## src/rtl/key_debounce.sv

```systemverilog
// key_debounce: per-channel synchronized key debouncer with press, release and long-press pulses.
module key_debounce #(
    parameter int unsigned DEB_CNT     = 1_000_000,
    parameter int unsigned LONG_CNT    = 50_000_000,
    parameter int unsigned KEY_NUM     = 1,
    parameter bit          KEY_ACT_LOW = 1'b1
) (
    input  logic               clk,
    input  logic               rst,
    input  logic [KEY_NUM-1:0] key_in,
    output logic [KEY_NUM-1:0] key_state,
    output logic [KEY_NUM-1:0] key_press,
    output logic [KEY_NUM-1:0] key_release,
    output logic [KEY_NUM-1:0] key_long
);
    localparam logic [31:0] DEB_M1  = 32'(DEB_CNT - 1);
    localparam logic [31:0] LONG_M1 = 32'(LONG_CNT - 1);

    typedef enum logic [1:0] {IDLE, PRESS_DB, PRESSED, RELEASE_DB} state_e;

    for (genvar k = 0; k < KEY_NUM; k++) begin : g_ch
        logic        sync1_q, sync2_q, act;
        state_e      state_q, state_d;
        logic [31:0] cnt_q, cnt_d;
        logic        long_done_q, long_done_d;
        logic        state_out_q, state_out_d;
        logic        press_q, press_d, release_q, release_d, long_q, long_d;

        assign act = sync2_q ^ KEY_ACT_LOW;

        always_comb begin
            state_d     = state_q;
            cnt_d       = cnt_q;
            long_done_d = long_done_q;
            state_out_d = state_out_q;
            press_d     = 1'b0;
            release_d   = 1'b0;
            long_d      = 1'b0;
            case (state_q)
                IDLE: begin
                    cnt_d = '0;
                    if (act) state_d = PRESS_DB;
                end
                PRESS_DB: begin
                    if (!act) begin
                        state_d = IDLE;
                        cnt_d   = '0;
                    end else if (cnt_q == DEB_M1) begin
                        state_d     = PRESSED;
                        cnt_d       = '0;
                        state_out_d = 1'b1;
                        press_d     = 1'b1;
                    end else begin
                        cnt_d = cnt_q + 32'd1;
                    end
                end
                PRESSED: begin
                    if (cnt_q == LONG_M1 && !long_done_q) begin
                        long_d      = 1'b1;
                        long_done_d = 1'b1;
                    end
                    if (!act) begin
                        state_d = RELEASE_DB;
                        cnt_d   = '0;
                    end else if (cnt_q != LONG_M1) begin
                        cnt_d = cnt_q + 32'd1;
                    end
                end
                RELEASE_DB: begin
                    // A bounce back into PRESSED must not re-arm the long-press event.
                    if (act) begin
                        state_d = PRESSED;
                        cnt_d   = long_done_q ? LONG_M1 : '0;
                    end else if (cnt_q == DEB_M1) begin
                        state_d     = IDLE;
                        cnt_d       = '0;
                        state_out_d = 1'b0;
                        release_d   = 1'b1;
                        long_done_d = 1'b0;
                    end else begin
                        cnt_d = cnt_q + 32'd1;
                    end
                end
                default: state_d = IDLE;
            endcase
        end

        always_ff @(posedge clk or posedge rst) begin
            if (rst) begin
                sync1_q     <= KEY_ACT_LOW;
                sync2_q     <= KEY_ACT_LOW;
                state_q     <= IDLE;
                cnt_q       <= '0;
                long_done_q <= 1'b0;
                state_out_q <= 1'b0;
                press_q     <= 1'b0;
                release_q   <= 1'b0;
                long_q      <= 1'b0;
            end else begin
                sync1_q     <= key_in[k];
                sync2_q     <= sync1_q;
                state_q     <= state_d;
                cnt_q       <= cnt_d;
                long_done_q <= long_done_d;
                state_out_q <= state_out_d;
                press_q     <= press_d;
                release_q   <= release_d;
                long_q      <= long_d;
            end
        end

        assign key_state[k]   = state_out_q;
        assign key_press[k]   = press_q;
        assign key_release[k] = release_q;
        assign key_long[k]    = long_q;
    end
endmodule

```

## config.mk

```make
export PLATFORM = sky130hd
export DESIGN_NAME = key_debounce
export DESIGN_NICKNAME = d
export VERILOG_FILES = /design/src/rtl/key_debounce.sv
export SDC_FILE = /design/constraint.sdc
export NUM_CORES = 1
export LEC_CHECK = 0
export CORE_ASPECT_RATIO = 2
export CORE_MARGIN = 1
export CORE_UTILIZATION = 25
export DETAILED_ROUTE_END_ITERATION = 12
export HOLD_SLACK_MARGIN = 0.06
export PLACE_DENSITY_LB_ADDON = 0.05
export SETUP_SLACK_MARGIN = 0.4
export SLEW_MARGIN = 30
export SYNTH_ARGS = -nofsm -noshare
export SYNTH_HDL_FRONTEND = slang
export SYNTH_SLANG_ARGS = --single-unit
```

## constraint.sdc

```tcl
create_clock -name clk -period 2.5 [get_ports clk]
set_input_delay 0.375 -clock clk [delete_from_list [all_inputs] [get_ports clk]]
set_output_delay 0.375 -clock clk [all_outputs]
set_load 0.02 [all_outputs]
```

**After elaboration in Yosys (flattened, before gate mapping)**

Index checks and enable logic that the tools add are counted.

- Register bits after elaboration: 41
- Bits of input ports: 3
- Memory bits (read-only): 0
- Memory bits (writable): 0
- Latch bits: 0
- Memories: 0
- Logic and storage cells: 62

- Magnitude comparators: 0
- Muxes and demuxes: 28
- Eq/ne operators: 16
- $add $sub $neg: 1
- Shift operators: 0
- Multipliers: 0
- Reduce and logical (&&, ||, !) cells: 8
- Divide/modulo/power cells: 0
- Bitwise logic cells: 0

Operators with widths:

| kind | number |
|---|---|
| 32-bit 2-to-1 mux | 5 |
| 32-bit case mux with 4 select lines | 1 |
| 32-bit by 1-bit adder with 32-bit output (second input constant) | 1 |
| 32-bit by 20-bit == test with 1-bit output (second input constant) | 1 |
| 32-bit by 26-bit == test with 1-bit output (second input constant) | 1 |
| 32-bit by 26-bit != test with 1-bit output (second input constant) | 1 |
| 26-bit 2-to-1 mux | 1 |
| 2-bit != test (second input constant) | 7 |
| 1-bit 2-to-1 mux | 12 |
| 2-bit 2-to-1 mux | 6 |
| 3-bit != test (second input constant) | 3 |
| 2-bit case mux with 4 select lines | 1 |
| 4-bit AND reduction | 2 |
| 5-bit AND reduction | 1 |
| 2-bit == test (second input constant) | 2 |
| 1-bit case mux with 2 select lines | 2 |
| 2-bit nonzero test | 2 |
| 2-bit by 1-bit == test with 1-bit output (second input constant) | 1 |
| 2-bit zero test | 1 |
| 1-bit logical AND | 1 |
| 1-bit zero test | 1 |

**Depth between registers and ports, before layout**

- Word-level depth: 4
- Mapped depth: 7
- Mapped depth without buffers: 6

**Worst setup path before layout**

OpenSTA, ideal clock, no wires.

- Path type: register to register
- Start: reg g_ch[0].cnt_q[0]
- End: reg g_ch[0].cnt_q[10]
- Arrival time: 1789 ps
- Buffers on the path: 1
- Setup time: 119 ps
- Setup slack: 592 ps
- Cell stages (with the launch flop): 8
- Clock period less this slack: 1908 ps
- Cell sequence: dfrtp_1 -> ha_1 -> and3_2 -> nand4_2 -> or4_4 -> nand2_2 -> buf_6 -> nor2_1

- Cells in the longest elaborated chain, start to end: 4
- Elaborated cells on any way between the ends: 10
- Those cells by class: add/sub: 1; eq/ne: 3; mux: 6

Ends and longest elaborated chain:

| element | RTL line | source |
|---|---|---|
| start, declared | 24 | `logic [31:0] cnt_q, cnt_d;` |
| start signal, assigned | 103 | `cnt_q <= cnt_d;` |
| 32-bit by 1-bit adder with 32-bit output / 32-bit by 20-bit == test with 1-bit output (equally long branches) | - |  |
| 32-bit 2-to-1 mux (on tied branches) | 48, 74, 65 |  |
| 32-bit 2-to-1 mux (on tied branches) | 71, 45, 62 |  |
| 32-bit case mux with 4 select lines | 39 | `case (state_q)` |

Parallel ways exist; a longest one is shown, timed or not. The select of a mux whose other input is x is not followed.
A chain may end at the register's enable or synchronous reset.

**Worst setup path after layout**

- Start: reg g_ch[0].cnt_q[1]
- End: reg g_ch[0].long_done_q

- Cells in the longest elaborated chain, start to end: 4
- Elaborated cells on any way between the ends: 6
- Those cells by class: eq/ne: 4; reduce/logical: 2

Ends and longest elaborated chain:

| element | RTL line | source |
|---|---|---|
| 32-bit by 26-bit == test with 1-bit output | 58 | `if (cnt_q == LONG_M1 && !long_done_q) begin` |
| 1-bit logical AND | 58 |  |
| 2-bit != test (no source line) | - |  |
| 4-bit AND reduction (no source line) * | - |  |
| end signal, assigned | 104 | `long_done_q <= long_done_d;` |
| end, declared | 25 | `logic long_done_q, long_done_d;` |

Every way passes the cells marked *; elsewhere a longest branch is shown, timed or not.

==> impl_metrics.ini <==
[sta]
min_period_ps = 2020
max_freq_ghz = 0.494
timing.final.crit_share = 0.810
setup_viol = 0
clock_skew_ps = 5.12
maxSlewHeadroom = 0.524
tns_ps = 0
rsz0062_at_grt = no
worst_pin_slew_ps = 709
drv_slew = 0
finalHoldViolCount = 0

[yosys]
ys_seq_area_frac = 0.456
synth_warnings = 0
syn_avg_cell_area_um2 = 9.51
async_reset_ff_frac = 1.00
synth_top_cell_by_area = dfrtp_1
yosysMostFrequentCell = dfrtp_1
synth-compound-area-share = 0.0849
synth_flop_cell = dfrtp_1
synth_area_leaders = dfrtp_1, xnor2_1, nor2_1, o21ai_0, nand3_1
synth.distinct_cells = 44
synth_edf_count = 0
synthCells = 237
synth_area_um2 = 2250
yosysTopAreaCellShare = 0.433
syn_nets = 242
synth_top_family_by_area = simple AND/OR/NAND/NOR gates
synth_common_cells = dfrtp_1, nor2_1, xnor2_1
muxShareOfSynthArea = 0.0139
ys_ff_latch = 41
yosys.area_share.adder = 0.0111
synthXorXnorAreaFrac = 0.117
yosys.area_share.simple = 0.279

[grt]
antenna_found_initial = 0
grt_overflow_total = 0
grt_use_total = 0.156
grt_first_pass_wirelength_um = 10900
grt_start_max_net_pins = 23
grt_pass1_vias = 1983

[placed_design]
hpwlAfterDp_um = 5240
io_buffers = 6
place_congestion = 0.778

[layout]
nNetsFinal = 260
drive_gt1_frac = 0.164
n_antenna_cell = 0
flow.area_growth_from_synthesis_pct = 20.3

[outcome]
status = completed

[critical_path]
path_class = flip-flop to flip-flop
critPathCaptureType = flip-flop
crit_fanout = 8
critical_path_required_ps = 2660
startpoint_type = flip-flop
arrival_ps = 2190
reg2reg_slack_ps = 480

[die]
dieHeight_um = 136
dieArea_um2 = 9430
die_w_um = 69.2
core_area_um2 = 8710
io-pin-count = 7
rows = 48
initial_core_util = 0.259

[cts]
cts.clk_slew.worst_paths_ps = 60
clock_sinks = 41
cts_htree_levels = 2
clockBufferDepth = 2
worstSkewPairLatency_ps = 290
cts_buffers = 5
cts_hold_buf = 0
cts_root_buf = clkbuf_16
cts_tree = built

[hold_path]
hp-class = flip-flop to flip-flop

[power_and_ir_drop]
power_density_nw_per_um2 = 503
p_leak_uw = 0.00104
ir_worst_vdd_mv = 0.278
total_power_uw = 1360

[drt]
drt-wirelength-per-cell_um = 19.1
vias_per_cell = 5.11
drt_first_iter_violations = 48
drt-pass1-iter-count = 4
vias = 1818
totalWireLength_um = 6800
ant_nets = 0
drc = 0

[job]
cap_violations = 0
## placed cells by master, fill, tap and decap left out, types with 7 or more instances in the layout
| cell | n |
|---|---|
| inv_1 | 7 |
| nand3_1 | 13 |
| nand2_1 | 15 |
| nor3_1 | 11 |
| nor2_1 | 29 |
| dfrtp_1 | 38 |
| xnor2_1 | 25 |
| buf_4 | 13 |
| nand4_1 | 9 |
| o21ai_0 | 16 |
## through the flow
step | hold slack (ps) | util | cell area [um2] | cells | setup WS (ps)
6_report | 355 | 0.311 | 2710 | 356 | 475
3_3_place_gp | 347 | 0.285 | 2480 | 344 | 364
3_5_place_dp | 347 | 0.285 | 2480 | 344 | 325
5_1_grt | 360 | 0.311 | 2710 | 356 | 389
4_1_cts | 356 | 0.306 | 2670 | 354 | 432
2_1_floorplan | 345 | - | 2250 | 237 | 592
## worst paths after layout
check,startpoint,end,cells after the start
hold / removal,g_ch[0].sync1_q,g_ch[0].sync2_q,0
setup / recovery,g_ch[0].cnt_q[1],g_ch[0].long_done_q,6
min in group asynchronous,rst,g_ch[0].cnt_q[5],2
hold reg to reg,g_ch[0].sync1_q,g_ch[0].sync2_q,0
setup reg to reg,g_ch[0].cnt_q[1],g_ch[0].long_done_q,6
max in group asynchronous,rst,g_ch[0].sync1_q,3
## worst max-delay path, stage by stage, from the launching register on
cell,delay (ps)
dfrtp_1,420
ha_1,210
and3_2,260
nand4_4,200
or3_1,490
nor3_2,230
nor3_1,90
## cell type report
type,count,area (um2)
clock buffers,8,136
fillers,912,6000
inverters,8,30.0
multi-input cells,178,1190
flip-flops and latches,41,1030
well taps,100,125
repair buffers,21,198
## power by group
part	internal (uW)	leakage, uW	switching (uW)
sequential	669	0.000562	6.89
clock	372	0.0000652	265
combinational	18.4	0.000413	33.8
## state kept, by name (all words and copies together), names as in the netlist, named ones only
name and count:
g_ch.state_q 1, key_press 1, key_long 1, g_ch.cnt_q 32, key_state 1, g_ch.sync2_q 1
g_ch.sync1_q 1, g_ch.long_done_q 1, key_release 1
## logic make-up after synthesis
kind of cell,Yosys count
fa+ha+maj,2
buf+inv,18
flops,41
mux,3
compound gates,31
simple gates,112
xor+xnor,30
## layer usage
metal | share of wire | track usage | wire length, um
met1 | 0.34 | 0.137 | 2340
met2 | 0.59 | 0.312 | 3990
met3 | 0.014 | 0.0208 | 94
met4 | 0.056 | 0.111 | 380
met5 | 0 | 0 | 0
## repair_timing
| item | in CTS | in global routing |
|---|---|---|
| setup buffers | 2 | 2 |
| endpoints found under the setup margin | 18 | 32 |
| resized for setup | 4 | 6 |
| pin swaps | 1 | 4 |
| hold endpoints to repair | 0 | 0 |
(Power assumes the default switching activity.)
